===== src/rtl/ov5640_dvp_capture.sv =====
// OV5640 DVP capture: oversamples the raw sensor bus in the sys_clk domain,
// pairs bytes into RGB565 pixels and checks line/frame geometry.
module ov5640_dvp_capture #(
    parameter int H_ACTIVE = 640,
    parameter int V_ACTIVE = 480
) (
    input  logic        sys_clk,
    input  logic        sys_rst,
    input  logic        cam_pclk,
    input  logic        cam_vsync,
    input  logic        cam_href,
    input  logic [7:0]  cam_data,
    input  logic        capture_enable,
    output logic [15:0] pix_data,
    output logic        pix_valid,
    output logic        pix_sof,
    output logic        pix_eol,
    output logic        frame_done,
    output logic        line_err,
    output logic        frame_err,
    output logic [15:0] frame_cnt
);

    localparam int BW = $clog2(2*H_ACTIVE+2);
    localparam int PW = $clog2(H_ACTIVE+1);
    localparam int LW = $clog2(V_ACTIVE+2);

    localparam logic [BW-1:0] BYTE_FULL = BW'(2*H_ACTIVE);
    localparam logic [BW-1:0] BYTE_SAT  = BW'(2*H_ACTIVE+1);
    localparam logic [PW-1:0] PIX_FULL  = PW'(H_ACTIVE);
    localparam logic [PW-1:0] PIX_LAST  = PW'(H_ACTIVE-1);
    localparam logic [LW-1:0] LINE_FULL = LW'(V_ACTIVE);
    localparam logic [LW-1:0] LINE_SAT  = LW'(V_ACTIVE+1);

    typedef enum logic [1:0] {
        ST_IDLE,
        ST_WAIT_VS,
        ST_ACTIVE
    } state_t;

    state_t r_state;

    logic       r_pclk_s1, r_pclk_s2, r_pclk_s3;
    logic       r_href_s1, r_href_s2, r_href_s3;
    logic       r_vs_s1,   r_vs_s2,   r_vs_s3;
    logic [7:0] r_data_s1, r_data_s2;

    logic       w_pclk_rise, w_href_fall, w_vs_rise, w_vs_fall;

    logic       r_ev1_rise, r_ev1_href, r_ev1_hfall, r_ev1_vrise, r_ev1_vfall;
    logic [7:0] r_ev1_data;
    logic       r_ev2_rise, r_ev2_href, r_ev2_hfall, r_ev2_vrise, r_ev2_vfall;
    logic [7:0] r_ev2_data;

    logic [BW-1:0] r_byte_cnt;
    logic [PW-1:0] r_pix_cnt;
    logic [LW-1:0] r_line_cnt;
    logic          r_phase;
    logic [7:0]    r_hi_byte;
    logic          r_sof_pend;

    logic [15:0] r_pix_data;
    logic        r_pix_valid, r_pix_sof, r_pix_eol;
    logic        r_frame_done, r_line_err, r_frame_err;
    logic [15:0] r_frame_cnt;

    logic [LW-1:0] w_line_inc;
    logic [LW-1:0] w_lines_at_end;
    logic          w_pix_ok;

    assign w_pclk_rise = r_pclk_s2 & ~r_pclk_s3;
    assign w_href_fall = ~r_href_s2 & r_href_s3;
    assign w_vs_rise   = r_vs_s2 & ~r_vs_s3;
    assign w_vs_fall   = ~r_vs_s2 & r_vs_s3;

    assign w_line_inc     = (r_line_cnt == LINE_SAT) ? r_line_cnt : r_line_cnt + 1'b1;
    assign w_lines_at_end = r_ev2_hfall ? w_line_inc : r_line_cnt;
    assign w_pix_ok       = (r_pix_cnt < PIX_FULL) && (r_line_cnt < LINE_FULL);

    always_ff @(posedge sys_clk or negedge sys_rst) begin
        if (!sys_rst) begin
            r_pclk_s1 <= 1'b0;
            r_pclk_s2 <= 1'b0;
            r_pclk_s3 <= 1'b0;
            r_href_s1 <= 1'b0;
            r_href_s2 <= 1'b0;
            r_href_s3 <= 1'b0;
            r_vs_s1   <= 1'b0;
            r_vs_s2   <= 1'b0;
            r_vs_s3   <= 1'b0;
            r_data_s1 <= '0;
            r_data_s2 <= '0;
        end else begin
            r_pclk_s1 <= cam_pclk;
            r_pclk_s2 <= r_pclk_s1;
            r_pclk_s3 <= r_pclk_s2;
            r_href_s1 <= cam_href;
            r_href_s2 <= r_href_s1;
            r_href_s3 <= r_href_s2;
            r_vs_s1   <= cam_vsync;
            r_vs_s2   <= r_vs_s1;
            r_vs_s3   <= r_vs_s2;
            r_data_s1 <= cam_data;
            r_data_s2 <= r_data_s1;
        end
    end

    // Two alignment stages so every registered output lands exactly four
    // sys_clk edges after the raw input edge is first sampled.
    always_ff @(posedge sys_clk or negedge sys_rst) begin
        if (!sys_rst) begin
            r_ev1_rise  <= 1'b0;
            r_ev1_href  <= 1'b0;
            r_ev1_hfall <= 1'b0;
            r_ev1_vrise <= 1'b0;
            r_ev1_vfall <= 1'b0;
            r_ev1_data  <= '0;
            r_ev2_rise  <= 1'b0;
            r_ev2_href  <= 1'b0;
            r_ev2_hfall <= 1'b0;
            r_ev2_vrise <= 1'b0;
            r_ev2_vfall <= 1'b0;
            r_ev2_data  <= '0;
        end else begin
            r_ev1_rise  <= w_pclk_rise;
            r_ev1_href  <= r_href_s2;
            r_ev1_hfall <= w_href_fall;
            r_ev1_vrise <= w_vs_rise;
            r_ev1_vfall <= w_vs_fall;
            r_ev1_data  <= r_data_s2;
            r_ev2_rise  <= r_ev1_rise;
            r_ev2_href  <= r_ev1_href;
            r_ev2_hfall <= r_ev1_hfall;
            r_ev2_vrise <= r_ev1_vrise;
            r_ev2_vfall <= r_ev1_vfall;
            r_ev2_data  <= r_ev1_data;
        end
    end

    always_ff @(posedge sys_clk or negedge sys_rst) begin
        if (!sys_rst) begin
            r_state      <= ST_IDLE;
            r_byte_cnt   <= '0;
            r_pix_cnt    <= '0;
            r_line_cnt   <= '0;
            r_phase      <= 1'b0;
            r_hi_byte    <= '0;
            r_sof_pend   <= 1'b0;
            r_pix_data   <= '0;
            r_pix_valid  <= 1'b0;
            r_pix_sof    <= 1'b0;
            r_pix_eol    <= 1'b0;
            r_frame_done <= 1'b0;
            r_line_err   <= 1'b0;
            r_frame_err  <= 1'b0;
            r_frame_cnt  <= '0;
        end else begin
            r_pix_valid  <= 1'b0;
            r_pix_sof    <= 1'b0;
            r_pix_eol    <= 1'b0;
            r_frame_done <= 1'b0;
            r_line_err   <= 1'b0;
            r_frame_err  <= 1'b0;
            if (!capture_enable) begin
                r_state    <= ST_IDLE;
                r_phase    <= 1'b0;
                r_byte_cnt <= '0;
                r_pix_cnt  <= '0;
            end else begin
                case (r_state)
                    ST_IDLE: r_state <= ST_WAIT_VS;
                    ST_WAIT_VS: begin
                        if (r_ev2_vfall) begin
                            r_line_cnt <= '0;
                            r_byte_cnt <= '0;
                            r_pix_cnt  <= '0;
                            r_phase    <= 1'b0;
                            r_sof_pend <= 1'b1;
                            r_state    <= ST_ACTIVE;
                        end
                    end
                    ST_ACTIVE: begin
                        if (r_ev2_rise && r_ev2_href) begin
                            if (r_byte_cnt != BYTE_SAT)
                                r_byte_cnt <= r_byte_cnt + 1'b1;
                            if (!r_phase) begin
                                r_hi_byte <= r_ev2_data;
                                r_phase   <= 1'b1;
                            end else begin
                                r_phase <= 1'b0;
                                if (r_pix_cnt != PIX_FULL)
                                    r_pix_cnt <= r_pix_cnt + 1'b1;
                                if (w_pix_ok) begin
                                    r_pix_data  <= {r_hi_byte, r_ev2_data};
                                    r_pix_valid <= 1'b1;
                                    r_pix_sof   <= r_sof_pend;
                                    r_pix_eol   <= (r_pix_cnt == PIX_LAST);
                                    r_sof_pend  <= 1'b0;
                                end
                            end
                        end
                        // A falling HREF drops any dangling odd byte with the phase reset.
                        if (r_ev2_hfall) begin
                            r_line_err <= (r_byte_cnt != BYTE_FULL);
                            r_line_cnt <= w_line_inc;
                            r_byte_cnt <= '0;
                            r_pix_cnt  <= '0;
                            r_phase    <= 1'b0;
                        end
                        if (r_ev2_vrise) begin
                            r_frame_done <= 1'b1;
                            r_frame_cnt  <= r_frame_cnt + 1'b1;
                            r_frame_err  <= (w_lines_at_end != LINE_FULL);
                            r_state      <= ST_WAIT_VS;
                        end
                    end
                    default: r_state <= ST_IDLE;
                endcase
            end
        end
    end

    assign pix_data   = r_pix_data;
    assign pix_valid  = r_pix_valid;
    assign pix_sof    = r_pix_sof;
    assign pix_eol    = r_pix_eol;
    assign frame_done = r_frame_done;
    assign line_err   = r_line_err;
    assign frame_err  = r_frame_err;
    assign frame_cnt  = r_frame_cnt;

endmodule


===== config.mk =====
export PLATFORM = sky130hd
export DESIGN_NAME = ov5640_dvp_capture
export DESIGN_NICKNAME = d
export VERILOG_FILES = /design/src/rtl/ov5640_dvp_capture.sv
export SDC_FILE = /design/constraint.sdc
export NUM_CORES = 1
export LEC_CHECK = 0
export ABC_AREA = 1
export CAP_MARGIN = 0
export CORE_ASPECT_RATIO = 0.7
export CORE_MARGIN = 2
export CORE_UTILIZATION = 57
export DETAILED_ROUTE_END_ITERATION = 6
export GPL_ROUTABILITY_DRIVEN = 0
export PLACE_DENSITY = 0.86
export SKIP_LAST_GASP = 1
export SYNTH_ARGS = -nofsm -noshare
export SYNTH_HDL_FRONTEND = slang
export SYNTH_SLANG_ARGS = --single-unit

===== constraint.sdc =====
create_clock -name sys_clk -period 2.1 [get_ports sys_clk]
set_clock_uncertainty 0.1 [all_clocks]
set_input_delay 0.315 -clock sys_clk [delete_from_list [all_inputs] [get_ports sys_clk]]
set_output_delay 0.315 -clock sys_clk [all_outputs]
set_load 0.05 [all_outputs]

==> results.md, run 1 <==
Final layout:
- The area growth from synthesis to layout is 24.7%.
- The share of cells above drive strength 1 is 0.133.
- The repair_antennas step left the layout with diodes totalling 0.
- Summing all multi-input logic gate instances after layout gives 1910 um^2.
- The filler cell count is 673.
- The final net count is 692.
- The finished cells cover 6930 um^2.
- The end-of-flow core utilization is 0.721.
- The sequential cells in the finished layout cover a total of 3250 um^2.

Critical path:
- Counting both buffers and inverters, the worst setup path holds a total of 1.
- Across all register-to-register paths, the minimum setup slack is 0.12 ns.
- The data arrival time of the critical path is 1.63 ns.
- The cell with the largest stage delay on the worst path is sky130_fd_sc_hd__clkdlybuf4s50_1.
- Walking the worst path, the cells encountered are clkdlybuf4s50_1.
- The startpoint kind of the worst setup timing path is a flop.
- For this run, the slowest stage of the critical path takes 0.82 ns.
- The cell family with the largest share of critical-path delay is buffers and inverters.
- The worst setup path is captured at a primary output.
- At the worst endpoint, the required time is 1.68 ns.
- The capturing point of the worst reg2reg path is r_pix_cnt[8]$_DFFE_PN0P_.
- The start of the worst register-to-register path is r_pix_cnt[0]$_DFFE_PN0P_.
- The critical path start-end classification is reg2out.
- The number of cells traversed by the worst register-to-register path is 9.
- Of all nets on the critical path, the largest fanout is 3.

Clock network:
- The deepest clock path buffer count is 2.
- Counting the buffers created by CTS gives 17.
- The clock drives 130 sinks.
- In this run the post-CTS setup repair buffer count came out at 0.
- The TritonCTS clock tree is yes.
- The clock transition at the register clock pins on the worst setup and hold paths after CTS is 0.06 ns.
- The number of H-tree levels is 4.
- The clock reaches the later pin of the worst-skew pair after 0.42 ns.
- The cell chosen for the clock root is sky130_fd_sc_hd__clkbuf_16.

Die:
- For this configuration, the core starts out at a cell density of 0.579.
- After floorplanning, the core was sized to cover 9610 um^2.
- The die is 122 um wide.
- The die extent in y is 86.6 um.
- The floorplan has 30 rows.
- The die covers 10600 um^2.
- The I/O pin count is 52.

Global route:
- The total global routing track utilization is 0.254.
- The pin count of the biggest net entering global routing is 40.
- The via count of the first global-routing pass came to 4329.
- The initial antenna violation count was 0.
- For this run the aggregate overflow at the end of global routing stands at 0.
- The first global-routing pass estimated 20400 um of wire.

Logic synthesis:
- The post-synth net total is 611.
- The number of different library cells used by synthesis comes to 37.
- The per-instance average area after synthesis is 9.44 um^2.
- The share of synthesized area in the top cell type comes to 0.585.
- The number of flip-flops and latches in the synthesized netlist is 130.
- The cell taking the most area after synthesis is sky130_fd_sc_hd__dfrtp_1.
- The sequential share of the synthesized area is 0.585.
- The mapped cell area is 5560 um^2.
- Synthesis produced a netlist whose cell count is 589.
- After synthesis, the cell types taking the most area are sky130_fd_sc_hd__dfrtp_1 58%, sky130_fd_sc_hd__nand2_1 9.7%, sky130_fd_sc_hd__inv_1 5.0%.
- Yosys printed 0 warnings.

Power:
- Of the total power, the clock network draws 0.380.
- The sequential fraction of design power is 0.400.
- The internal power of the cells is 0.00511 W.
- Of the total power, the share spent switching nets is 0.327.
- The leakage power is 3.46 nW.
- The combinational group share of total power is 0.220.
- The worst vdd rail ir drop is 0.888 mV.
- The analysis attributes to net switching a power of 0.00249 W.
- For this design the ratio of total power to cell area is 1100 nW/um^2.

Timing:
- The number of failing hold endpoints at the final stage is 0.
- For the finished layout, the period the worst path requires is 2.05 ns.
- The number of max-slew violations in the final report was 0.
- Measured against its own limit, the worst slew margin works out to 0.644.
- The total of endpoints with negative setup slack in the final report is 0.
- The actual slew at the worst max-slew pin is 0.534 ns.
- Derived from the worst setup path, the maximum achievable clock frequency is 0.488 GHz.
- The total negative setup slack is 0 ns.
- Dividing the final minimum period by the clock period gives 0.976.
- The worst setup slack after layout is 0.0509 ns.

Routing:
- The initial DRC count is 583.
- In the routed design, unresolved DRC markers number 0.
- The routed layout has 4355 vias.
- Before antenna repair, the detailed router went through 5 iterations.
- Wires add up to 12300 um.
- The via count normalized by instance count is 5.37.
- After detailed routing, the average wire length per cell comes to 15.2 um.
- The number of routed nets with antenna violations is 0.

Worst hold path:
- The depth of the worst hold-timing path is 1.
- The terminating pin of the worst hold path is r_vs_s1$_DFF_PN0_.
- The startpoint of the worst hold path is cam_vsync.
- The min-delay analysis places its worst path in the category in2reg.

Placement:
- Summing all placed instances gives a cell area of 6320 um^2.
- The count of port buffers added during placement is 51.
- The HPWL reported at the end of detailed placement is 8420 um.
- OpenSTA, run right after detailed placement, puts the worst setup slack at -0.0287 ns.

Job:
- Across the run, the number of max-cap violations was 0.

Outcome:
- The run finished with clean final reports.
-- what timing repair did --
| item | in CTS | in global routing |
|---|---|---|
| pin swaps | 0 | 0 |
| endpoints found under the setup margin | 3 | 9 |
| hold buffers | 1 | 0 |
| endpoints found under the hold margin | 35 | 0 |
| resized for setup | 3 | 9 |
-- cell type report --
cell class | count | share of cell area
Clock buffer | 18 | 0.0619
Sequential cell | 130 | 0.469
Inverter | 84 | 0.0457
Multi-Input combinational cell | 366 | 0.276
Timing Repair Buffer | 71 | 0.102
Clock inverter | 14 | 0.0224
Tap cell | 128 | 0.0231
-- cell usage after synthesis --
cell type / n
sky130_fd_sc_hd__nand2_1: 144
sky130_fd_sc_hd__nor2_1: 42
sky130_fd_sc_hd__clkbuf_1: 2
sky130_fd_sc_hd__nor2_2: 3
sky130_fd_sc_hd__dfrtp_1: 130
sky130_fd_sc_hd__o21ai_2: 8
sky130_fd_sc_hd__nor2_4: 5
sky130_fd_sc_hd__nor3_4: 2
sky130_fd_sc_hd__nand3_2: 2
sky130_fd_sc_hd__buf_2: 1
sky130_fd_sc_hd__nor4_1: 1
sky130_fd_sc_hd__nor3_1: 14
sky130_fd_sc_hd__nand2_4: 3
sky130_fd_sc_hd__or2_2: 1
sky130_fd_sc_hd__xor2_1: 12
sky130_fd_sc_hd__xnor2_1: 1
sky130_fd_sc_hd__o21ai_0: 28
sky130_fd_sc_hd__o22ai_1: 6
sky130_fd_sc_hd__nand3b_1: 1
sky130_fd_sc_hd__o31ai_1: 3
sky130_fd_sc_hd__a21boi_0: 1
sky130_fd_sc_hd__inv_1: 74
sky130_fd_sc_hd__nand3_1: 40
sky130_fd_sc_hd__ha_1: 8
sky130_fd_sc_hd__a311oi_1: 1
sky130_fd_sc_hd__nand3_4: 3
sky130_fd_sc_hd__inv_2: 7
sky130_fd_sc_hd__nand2_2: 5
sky130_fd_sc_hd__a21oi_1: 9
sky130_fd_sc_hd__nand4_1: 15
sky130_fd_sc_hd__or3_1: 1
sky130_fd_sc_hd__o21ai_1: 7
sky130_fd_sc_hd__clkinv_1: 2
sky130_fd_sc_hd__clkinv_2: 1
sky130_fd_sc_hd__buf_12: 1
sky130_fd_sc_hd__buf_4: 3
sky130_fd_sc_hd__buf_6: 2
-- state kept, by name (all words and copies together) (netlist names), 2 cells and up --
name        cells
frame_cnt      16
pix_data       16
r_byte_cnt     11
r_data_s1       8
r_data_s2       8
r_ev1_data      8
r_ev2_data      8
r_hi_byte       8
r_line_cnt      9
r_pix_cnt      10
r_state         2
-- through the flow --
stage               power (W)  hold WS, ns  std cells
floorplan             0.00415      -0.0806        589
global placement      0.00462        0.226        778
detailed placement    0.00471        0.230        778
CTS                   0.00763        0.225        811
global route          0.00794        0.219        811
finish                0.00760        0.233        811
-- logic make-up after synthesis --
family                   synth area share
AND/OR/NAND/NOR                     0.240
flip-flops                          0.585
buffers and inverters              0.0709
AO/OA/AOI/OAI                      0.0659
XOR/XNOR                           0.0205
adder cells (fa/ha/maj)            0.0180
-- routing by layer --
| layer | track usage | routed length (um) | vias up |
|---|---|---|---|
| li1 | - | - | 2047 |
| met1 | 0.339 | 5290 | 2095 |
| met2 | 0.389 | 5830 | 181 |
| met3 | 0.0849 | 969 | 32 |
| met4 | 0.0972 | 236 | 0 |
| met5 | 0 | 0 | - |
-- worst max-delay path by stage --
| stage | startpoint | end | slack (ns) | cells after the start |
|---|---|---|---|---|
| 2_1_floorplan | frame_cnt[0]$_DFFE_PN0P_ | frame_cnt[13]$_DFFE_PN0P_ | 0.32 | 6 |
| 3_3_place_gp | capture_enable | r_pix_cnt[7]$_DFFE_PN0P_ | 0.07 | 10 |
| 3_5_place_dp | capture_enable | r_pix_cnt[7]$_DFFE_PN0P_ | -0.03 | 10 |
| 4_1_cts | frame_cnt[12]$_DFFE_PN0P_ | frame_cnt[12] | 0.0009 | 1 |
| 6_report | frame_cnt[0]$_DFFE_PN0P_ | frame_cnt[0] | 0.05 | 1 |
| 5_1_grt | frame_cnt[9]$_DFFE_PN0P_ | frame_cnt[9] | -0.0006 | 1 |
-- cell usage in the layout (no fill, tap or decap), types with 2 or more instances in the layout --
cell type and n:
sky130_fd_sc_hd__dlygate4sd2_1 3, sky130_fd_sc_hd__clkinv_4 2, sky130_fd_sc_hd__inv_6 3, sky130_fd_sc_hd__bufinv_16 2, sky130_fd_sc_hd__nor3_1 14, sky130_fd_sc_hd__nand4_1 15
sky130_fd_sc_hd__nand2_2 5, sky130_fd_sc_hd__inv_1 74, sky130_fd_sc_hd__nor2_4 5, sky130_fd_sc_hd__dfrtp_1 130, sky130_fd_sc_hd__nor3_4 2, sky130_fd_sc_hd__clkinvlp_4 4
sky130_fd_sc_hd__clkdlybuf4s50_1 38, sky130_fd_sc_hd__dlymetal6s2s_1 9, sky130_fd_sc_hd__a21oi_1 9, sky130_fd_sc_hd__nand2_1 144, sky130_fd_sc_hd__nand3_2 2, sky130_fd_sc_hd__o21ai_1 7
sky130_fd_sc_hd__buf_12 2, sky130_fd_sc_hd__clkbuf_16 17, sky130_fd_sc_hd__o21ai_0 28, sky130_fd_sc_hd__nand3_4 3, sky130_fd_sc_hd__buf_4 18, sky130_fd_sc_hd__xor2_1 12
sky130_fd_sc_hd__ha_1 8, sky130_fd_sc_hd__nor2_2 3, sky130_fd_sc_hd__clkinv_2 3, sky130_fd_sc_hd__nor2_1 42, sky130_fd_sc_hd__clkinv_1 2, sky130_fd_sc_hd__o31ai_1 3
sky130_fd_sc_hd__o21ai_2 8, sky130_fd_sc_hd__inv_2 7, sky130_fd_sc_hd__nand3_1 40, sky130_fd_sc_hd__o22ai_1 6, sky130_fd_sc_hd__nand2_4 3
-- power groups by stage --
stage | Combinational, W | Sequential, W | Clock (W)
6_report | 0.00167 | 0.00304 | 0.00289
5_1_grt | 0.00181 | 0.00307 | 0.00306
4_1_cts | 0.00167 | 0.00303 | 0.00293
3_5_place_dp | 0.00164 | 0.00307 | 0
3_3_place_gp | 0.00157 | 0.00305 | 0
2_1_floorplan | 0.000795 | 0.00335 | 0
No activity file was read; power rests on OpenSTA's default activity.
==> run 2, diff against run 1 <==
- ABC_AREA: 1 -> default
- CORE_UTILIZATION: 57 -> 56
==> results.md, run 2 <==
Outcome:
- The flow ran to the end, but the final reports show violations.
- The final reports fail on negative setup slack.

Timing:
- Setup repair after global routing could not meet its margin everywhere.
- The final worst hold slack is 0.204 ns (-0.0291 ns).
- The post-route fraction of the period consumed by the critical path was 1.04 (+0.0609).
- The number of max-slew violations in the final report is 0 (unchanged).
- The shortest clock period the worst path allows after layout is 2.18 ns (+0.128 ns).
- The headroom to the max-slew limit is 0.649 (+0.00479).
- The number of failing hold endpoints at the final stage is 0 (unchanged).
- The actual slew at the worst max-slew pin is 0.520 ns (-0.0140 ns).
- The highest clock frequency the design can meet is 0.459 GHz (-5.9%).
- The worst setup slack after layout is -0.0771 ns (-0.128 ns).
- The total of endpoints with negative setup slack in the final report is 3 (+3).

Placement:
- The worst slack at placement is -0.164 ns (-0.135 ns).
- The HPWL reported at the end of detailed placement is 6810 um (-19%).
- The placed instance count came to 599 (-23%).
- The count of port buffers added during placement was 51 (unchanged).
- The total placed instance area is 5950 um^2 (-5.8%).

Logic synthesis:
- After synthesis, the largest family of logic cells by area is simple AND/OR/NAND/NOR gates.
- The mapped cell area came to 5160 um^2 (-7.3%).
- After synthesis, the cell types taking the most area are sky130_fd_sc_hd__dfrtp_1 63%, sky130_fd_sc_hd__mux2_1 3.5%, sky130_fd_sc_hd__nand2_1 2.1%.
- The per-instance average area after synthesis was 12.4 um^2 (+32%).
- The number of library cell types mapped by synthesis is 49 (+32%).
- Among all cell types in the netlist, the one instantiated most often is sky130_fd_sc_hd__dfrtp_1.
- The sequential share of the synthesized area came to 0.631 (+0.0458).
- The adder and majority cell fraction of the synthesized area was 0.0194 (+0.00141).
- The number of enable flip-flop cells after synthesis is 0 (unchanged).
- The compound-gate portion of the synthesized area came to 0.0881 (+0.0221).
- The number of flip-flops and latches in the synthesized netlist is 130 (unchanged).
- After synthesis, the most frequently instantiated cells are 130 x sky130_fd_sc_hd__dfrtp_1, 29 x sky130_fd_sc_hd__nand2_1, 20 x sky130_fd_sc_hd__nand3_1, 20 x sky130_fd_sc_hd__o21ai_0.
- The gate count of the mapped netlist is 415 (-30%).
- The post-synth net total came to 437 (-28%).
- Among all flip-flop cells after synthesis, the most frequent one is sky130_fd_sc_hd__dfrtp_1.
- The proportion of synthesized area in mux cells is 0.0546 (+0.0546).
- The total of warnings raised by yosys is 0 (unchanged).
- The cell taking the most area after synthesis is sky130_fd_sc_hd__dfrtp_1.
- The xor and xnor fraction of the mapped netlist area is 0.0306 (+0.0101).
- The area fraction of the dominant cell type after synthesis is 0.631 (+0.0458).
- The share of synthesized flip-flops with an asynchronous set or reset was 1.00 (unchanged).
- The fraction of the mapped netlist area in simple logic gates was 0.149 (-0.0904).

Final layout:
- The number of standard cells in the layout, taps in and fillers out was 639 (-21%).
- The area overhead of the layout relative to synthesis is 29.5%.
- The register area was 3250 um^2 (about the same).
- The final net count was 524 (-24%).
- The total inserted antenna cells is 0 (unchanged).
- The post-route cell area is 6680 um^2 (-3.7%).
- The filler cell count is 554 (-18%).
- The share of cells above drive strength 1 was 0.165 (+0.0318).
- The top cell types in the final layout, fill and taps aside, are 129 x sky130_fd_sc_hd__dfrtp_1, 42 x sky130_fd_sc_hd__clkdlybuf4s50_1, 29 x sky130_fd_sc_hd__nand2_1, 24 x sky130_fd_sc_hd__buf_4.
- The area occupied by multi-input gates is 1810 um^2 (-5.2%).
- The commonest non-fill, non-tap cell in the layout is sky130_fd_sc_hd__dfrtp_1.

Routing:
- The initial DRC count is 281 (-52%).
- The wire length per cell after detailed routing was 18.1 um (+19%).
- The first-pass detailed-route iteration total is 5 (unchanged).
- The total via count after detailed routing is 3770 (-13%).
- The number of routed nets with antenna violations came to 0 (unchanged).
- The detailed-route DRC error count was 0 (unchanged).
- The via count normalized by instance count is 5.90 (+9.9%).
- The aggregate routed wire length is 11600 um (-6.1%).

Global route:
- The final global-route overflow total is 0 (unchanged).
- The wire length of the first global-routing pass is 18700 um (-8.4%).
- The via count of the first global-routing pass is 3737 (-14%).
- The total global routing track utilization is 0.241 (-0.0129).
- The initial antenna violation count came to 0 (unchanged).
- The pin count of the biggest net entering global routing is 48 (+20%).

Clock network:
- The cell chosen for the clock root is sky130_fd_sc_hd__clkbuf_16.
- The total CTS buffers is 17 (unchanged).
- The total clock sinks is 130 (unchanged).
- The number of H-tree levels is 4 (unchanged).
- TritonCTS built the clock tree.
- The deepest clock path buffer count is 2 (unchanged).
- The insertion delay of the later-clocked pin in the worst-skew pair is 0.42 ns (about the same).
- The clock transition at the register clock pins on the worst setup and hold paths after CTS was 0.06 ns (about the same).

Critical path:
- The signal on the critical path passes through inv_1 > ha_1 > a41oi_1 > o21ai_2 > buf_12 > or4_1 > nand2_1.
- The cell family with the largest share of critical-path delay is simple AND/OR/NAND/NOR gates.
- STA classifies the critical path startpoint as a flop.
- The critical-path maximum fanout is 13 (+10).
- The data arrival time of the critical path is 2.44 ns (+0.81 ns).
- The critical path is of the reg2reg type.
- The cell with the largest stage delay on the worst path is sky130_fd_sc_hd__or4_1.
- The sum of buffers and inverters on the critical path is 2 (+1).
- The stage delay of the slowest cell on the critical path is 0.51 ns (-0.31 ns).
- The sort of element at the end of the critical path is a flop.
- The required time of the critical path is 2.36 ns (+0.68 ns).

Die:
- The core box area is 9000 um^2 (-6.4%).
- The initial standard-cell utilization of the core came to 0.573 (-0.00564).
- The die extent in y is 84.3 um (-2.7%).
- The die footprint is 10000 um^2 (-5.4%).
- The number of rows created at floorplan is 29 (-3.3%).
- The die outline width is 119 um (-2.8%).
- The I/O pin count was 52 (unchanged).

Power:
- The leakage power is 3.05 nW (-12%).
- The total power divided by cell area is 885 nW/um^2 (-19%).
- The worst vdd rail ir drop is 0.901 mV (+1.4%).

Job:
- The number of max-cap violations is 0 (unchanged).

Worst hold path:
- The classification of the worst-slack hold path is in2async.
run 2: changes by cell type after synthesis, sizes merged, moves of 8 or more:
cell	change
nand2	-123
nor3	-14
mux2	+25
inv	-69
nor2	-31
nand3	-25
or3	+8
xnor2	+10
run 2: power by group:
part	switching, W	internal [W]	leakage (nW)
clock	0.00103	0.00197	0.295
combinational	0.000155	0.000120	1.06
sequential	0.0000531	0.00258	1.70
total	0.00124	0.00467	3.05
run 2: what timing repair did:
| item | 4_1_cts | 5_1_grt |
|---|---|---|
| setup endpoints to repair | 6 | 12 |
| hold endpoints to repair | 104 | 0 |
| pin swaps | 0 | 4 |
| buffers inserted | 0 | 7 |
| hold buffers | 1 | 0 |
| gates resized for setup | 6 | 14 |
run 2: kinds of logic (layout without fill, tap and decap cells):
family,after synthesis,after routing
buffers and inverters,25,125
DFF,130,130
and+or+nand+nor,135,135
AOI/OAI and AO/OA,74,74
xor gates and xnor gates,18,18
adders and majority gates,8,8
muxes,25,25
run 2: cell type report:
| cell class | count | share of cell area |
|---|---|---|
| tap | 124 | 0.0232 |
| inverter | 12 | 0.00674 |
| clock buffer | 21 | 0.0659 |
| multi-input combinational | 260 | 0.272 |
| sequential | 130 | 0.487 |
| timing repair buffer | 81 | 0.121 |
| clock inverter | 11 | 0.0242 |
run 2: per-stage QoR:
step / utilization / power [W] / setup TNS, ns
after global routing: 0.742 / 0.00610 / -0.304
after detailed placement: 0.662 / 0.00290 / -2.95
after CTS: 0.729 / 0.00591 / 0
final: 0.742 / 0.00591 / -0.115
after global placement: 0.662 / 0.00289 / -0.933
after floorplan: - / 0.00277 / 0
run 2: worst register-to-register path: stages (launching register included):
cell and delay [ns]:
sky130_fd_sc_hd__dfrtp_1 0.41, sky130_fd_sc_hd__inv_1 0.07, sky130_fd_sc_hd__ha_1 0.22, sky130_fd_sc_hd__a41oi_1 0.43, sky130_fd_sc_hd__o21ai_2 0.13, sky130_fd_sc_hd__buf_12 0.17
sky130_fd_sc_hd__or4_1 0.51, sky130_fd_sc_hd__nand2_1 0.08
run 2: path summary, 6_finish.rpt:
path | cells past startpoint | slack [ns] | startpoint | end
max in group asynchronous | 3 | 1.10 | sys_rst | r_href_s1$_DFF_PN0_
max | 7 | -0.08 | r_pix_cnt[0]$_DFFE_PN0P_ | r_pix_cnt[7]$_DFFE_PN0P_
min | 2 | 0.20 | sys_rst | r_ev2_data[5]$_DFF_PN0_
min in group sys_clk | 1 | 0.24 | cam_data[5] | r_data_s1[5]$_DFF_PN0_
min reg2reg | 0 | 0.25 | r_data_s2[6]$_DFF_PN0_ | r_ev1_data[6]$_DFF_PN0_
max reg2reg | 7 | -0.08 | r_pix_cnt[0]$_DFFE_PN0P_ | r_pix_cnt[7]$_DFFE_PN0P_
run 2: per-layer routing:
| metal | track usage | up-vias | routed length, um |
|---|---|---|---|
| met5 | 0 | - | 0 |
| met4 | 0.111 | 0 | 454 |
| met3 | 0.0686 | 50 | 688 |
| met2 | 0.388 | 162 | 5770 |
| met1 | 0.306 | 1898 | 4670 |
| li1 | - | 1660 | - |
==> run 3, diff against run 2 <==
--- a/constraint.sdc
+++ b/constraint.sdc
@@ -4,2 +4,2 @@
 set_output_delay 0.315 -clock sys_clk [all_outputs]
-set_load 0.05 [all_outputs]
+set_load 0.02 [all_outputs]
==> results.md, run 3 (synthesized netlist as in run 2, its figures left out) <==
Outcome:
- The run finished, with violations left.
- The checks that failed: negative setup slack.

Critical path:
- The critical path start-end classification is reg2reg.
- The critical-path maximum fanout was 13 (unchanged).
- The stage delay of the slowest cell on the critical path came to 0.51 ns (about the same).
- The required time of the critical path is 2.35 ns (about the same).
- The start of the worst register-to-register path is r_pix_cnt[7]$_DFFE_PN0P_.
- The critical path goes through nor3b_1 > a41oi_1 > o21ai_2 > buf_12 > or4_1 > nand2_1.
- The sort of element at the end of the critical path is a flop.
- For this design, the slowest cell found on the critical path is sky130_fd_sc_hd__or4_1.
- The critical path starts at r_pix_cnt[7]$_DFFE_PN0P_.
- The worst reg-to-reg setup slack is -0.09 ns (about the same).
- STA classifies the critical path startpoint as a flop.
- The data arrival time of the critical path is 2.44 ns (about the same).
- The number of cells traversed by the worst register-to-register path is 6 (-1).

Routing:
- The wire length per cell after detailed routing was 18.3 um (+0.79%).
- The via count normalized by instance count came to 5.93 (+0.45%).
- The total via count after detailed routing is 3787 (+0.45%).
- The aggregate routed wire length is 11700 um (+0.79%).
- The number of routed nets with antenna violations is 0 (unchanged).
- The detailed-route DRC error count was 0 (unchanged).
- The first-pass detailed-route iteration total is 5 (unchanged).
- The initial DRC count came to 277 (-1.4%).

Final layout:
- In the layout the commonest cells are 129 x sky130_fd_sc_hd__dfrtp_1, 50 x sky130_fd_sc_hd__clkdlybuf4s50_1, 29 x sky130_fd_sc_hd__nand2_1, 24 x sky130_fd_sc_hd__buf_4.
- The commonest non-fill, non-tap cell in the layout is sky130_fd_sc_hd__dfrtp_1.
- The share of cells above drive strength 1 was 0.165 (unchanged).
- The total inserted antenna cells is 0 (unchanged).
- The final net count is 524 (unchanged).
- The area overhead of the layout relative to synthesis was 29.5% (about the same).

Die:
- The initial standard-cell utilization of the core is 0.573 (unchanged).
- The I/O pin count is 52 (unchanged).
- The number of rows created at floorplan was 29 (unchanged).
- The die extent in y was 84.3 um (unchanged).
- The die outline width is 119 um (unchanged).
- The die footprint came to 10000 um^2 (unchanged).
- The core box area is 9000 um^2 (unchanged).

Global route:
- The wire length of the first global-routing pass is 18700 um (about the same).
- The total global routing track utilization is 0.241 (about the same).
- The final global-route overflow total came to 0 (unchanged).
- The via count of the first global-routing pass is 3743 (+0.16%).
- The initial antenna violation count is 0 (unchanged).
- The pin count of the biggest net entering global routing is 48 (unchanged).

Placement:
- The HPWL reported at the end of detailed placement is 6810 um (unchanged).
- The worst slack at placement is -0.164 ns (unchanged).
- The count of port buffers added during placement came to 51 (unchanged).

Job:
- The number of max-cap violations is 0 (unchanged).

Timing:
- The highest clock frequency the design can meet is 0.457 GHz (-0.48%).
- The post-route fraction of the period consumed by the critical path is 1.04 (+0.00497).
- The worst setup slack after layout is -0.0875 ns (-0.0104 ns).
- The shortest clock period the worst path allows after layout is 2.19 ns (+0.0104 ns).
- The final worst hold slack came to 0.207 ns (+0.00302 ns).
- The number of max-slew violations in the final report was 0 (unchanged).
- The total of endpoints with negative setup slack in the final report came to 5 (+2).
- The number of failing hold endpoints at the final stage is 0 (unchanged).
- The headroom to the max-slew limit is 0.655 (+0.00575).
- Setup repair after global routing could not meet its margin everywhere.
- The actual slew at the worst max-slew pin came to 0.511 ns (-0.00851 ns).

Clock network:
- The deepest clock path buffer count was 2 (unchanged).
- The clock transition at the register clock pins on the worst setup and hold paths after CTS is 0.06 ns (about the same).
- The total clock sinks is 130 (unchanged).
- The total CTS buffers is 17 (unchanged).
- The TritonCTS clock tree is yes.
- The insertion delay of the later-clocked pin in the worst-skew pair is 0.42 ns (about the same).
- The number of H-tree levels came to 4 (unchanged).
- The cell chosen for the clock root is sky130_fd_sc_hd__clkbuf_16.

Power:
- The total power divided by cell area is 884 nW/um^2 (-0.18%).
- The leakage power was 2.99 nW (-2.1%).
- The worst vdd rail ir drop is 0.901 mV (about the same).

Worst hold path:
- In this run the worst hold path is classified as in2async.
==> run 3: cell count changes in the layout (fill, tap and decap cells not counted), sizes merged <==
cell,previous run,this run
dlygate4sd2,6,0
clkdlybuf4s50,42,50
dlymetal6s2s,2,0
==> run 3: critical path: cells and delay by family (launching register included) <==
| family | cells | cell delay (ns) |
|---|---|---|
| AO/OA/AOI/OAI | 2 | 0.61 |
| buffers and inverters | 1 | 0.16 |
| flip-flops | 1 | 0.45 |
| AND/OR/NAND/NOR | 3 | 0.80 |
==> run 3: worst paths after layout <==
check                                                end
worst max register to register  r_pix_cnt[7]$_DFFE_PN0P_
worst min-delay path             pix_data[7]$_DFFE_PN0P_
max in group asynchronous            r_href_s1$_DFF_PN0_
worst max-delay path            r_pix_cnt[7]$_DFFE_PN0P_
min in group sys_clk              r_data_s1[5]$_DFF_PN0_
worst min register to register   r_ev1_data[6]$_DFF_PN0_
==> run 3: cell type report <==
cell class | count | area, um^2
flip-flops and latches | 130 | 3250
fillers | 557 | 2320
multi-input cells | 260 | 1810
repair buffers | 81 | 811
clock buffers | 21 | 440
clock inverters | 11 | 161
well taps | 124 | 155
inverters | 12 | 45.0
==> run 3: metal layers <==
layer | up-vias | part of all wire | global-route usage | routed length, um
met3 | 49 | 0.060 | 0.0686 | 704
li1 | 1657 | - | - | -
met5 | - | 0 | 0 | 0
met2 | 175 | 0.49 | 0.388 | 5720
met1 | 1906 | 0.41 | 0.307 | 4790
met4 | 0 | 0.039 | 0.111 | 455
==> run 3: where the power goes <==
part	internal, W	switching, W	leakage, nW
logic	0.000123	0.000144	0.995
registers	0.00258	0.0000533	1.70
clock network	0.00197	0.00103	0.295
total	0.00468	0.00123	2.99
==> run 3: what timing repair did <==
item | in CTS | in global routing
gates resized for setup | 0 | 12
setup endpoints to repair | 0 | 10
buffers inserted | 0 | 7
hold buffers | 1 | 0
hold endpoints to repair | 104 | 0
==> run 3: metrics by stage <==
| step | std cells | setup TNS [ns] | total power [W] | cell area (um^2) | util |
|---|---|---|---|---|---|
| finish | 639 | -0.127 | 0.00590 | 6680 | 0.742 |
| global route | 639 | -0.297 | 0.00609 | 6680 | 0.742 |
| CTS | 632 | 0 | 0.00590 | 6570 | 0.730 |
| detailed placement | 599 | -2.95 | 0.00289 | 5950 | 0.662 |
| global placement | 599 | -0.933 | 0.00288 | 5950 | 0.662 |
| floorplan | 415 | 0 | 0.00275 | 5160 | - |
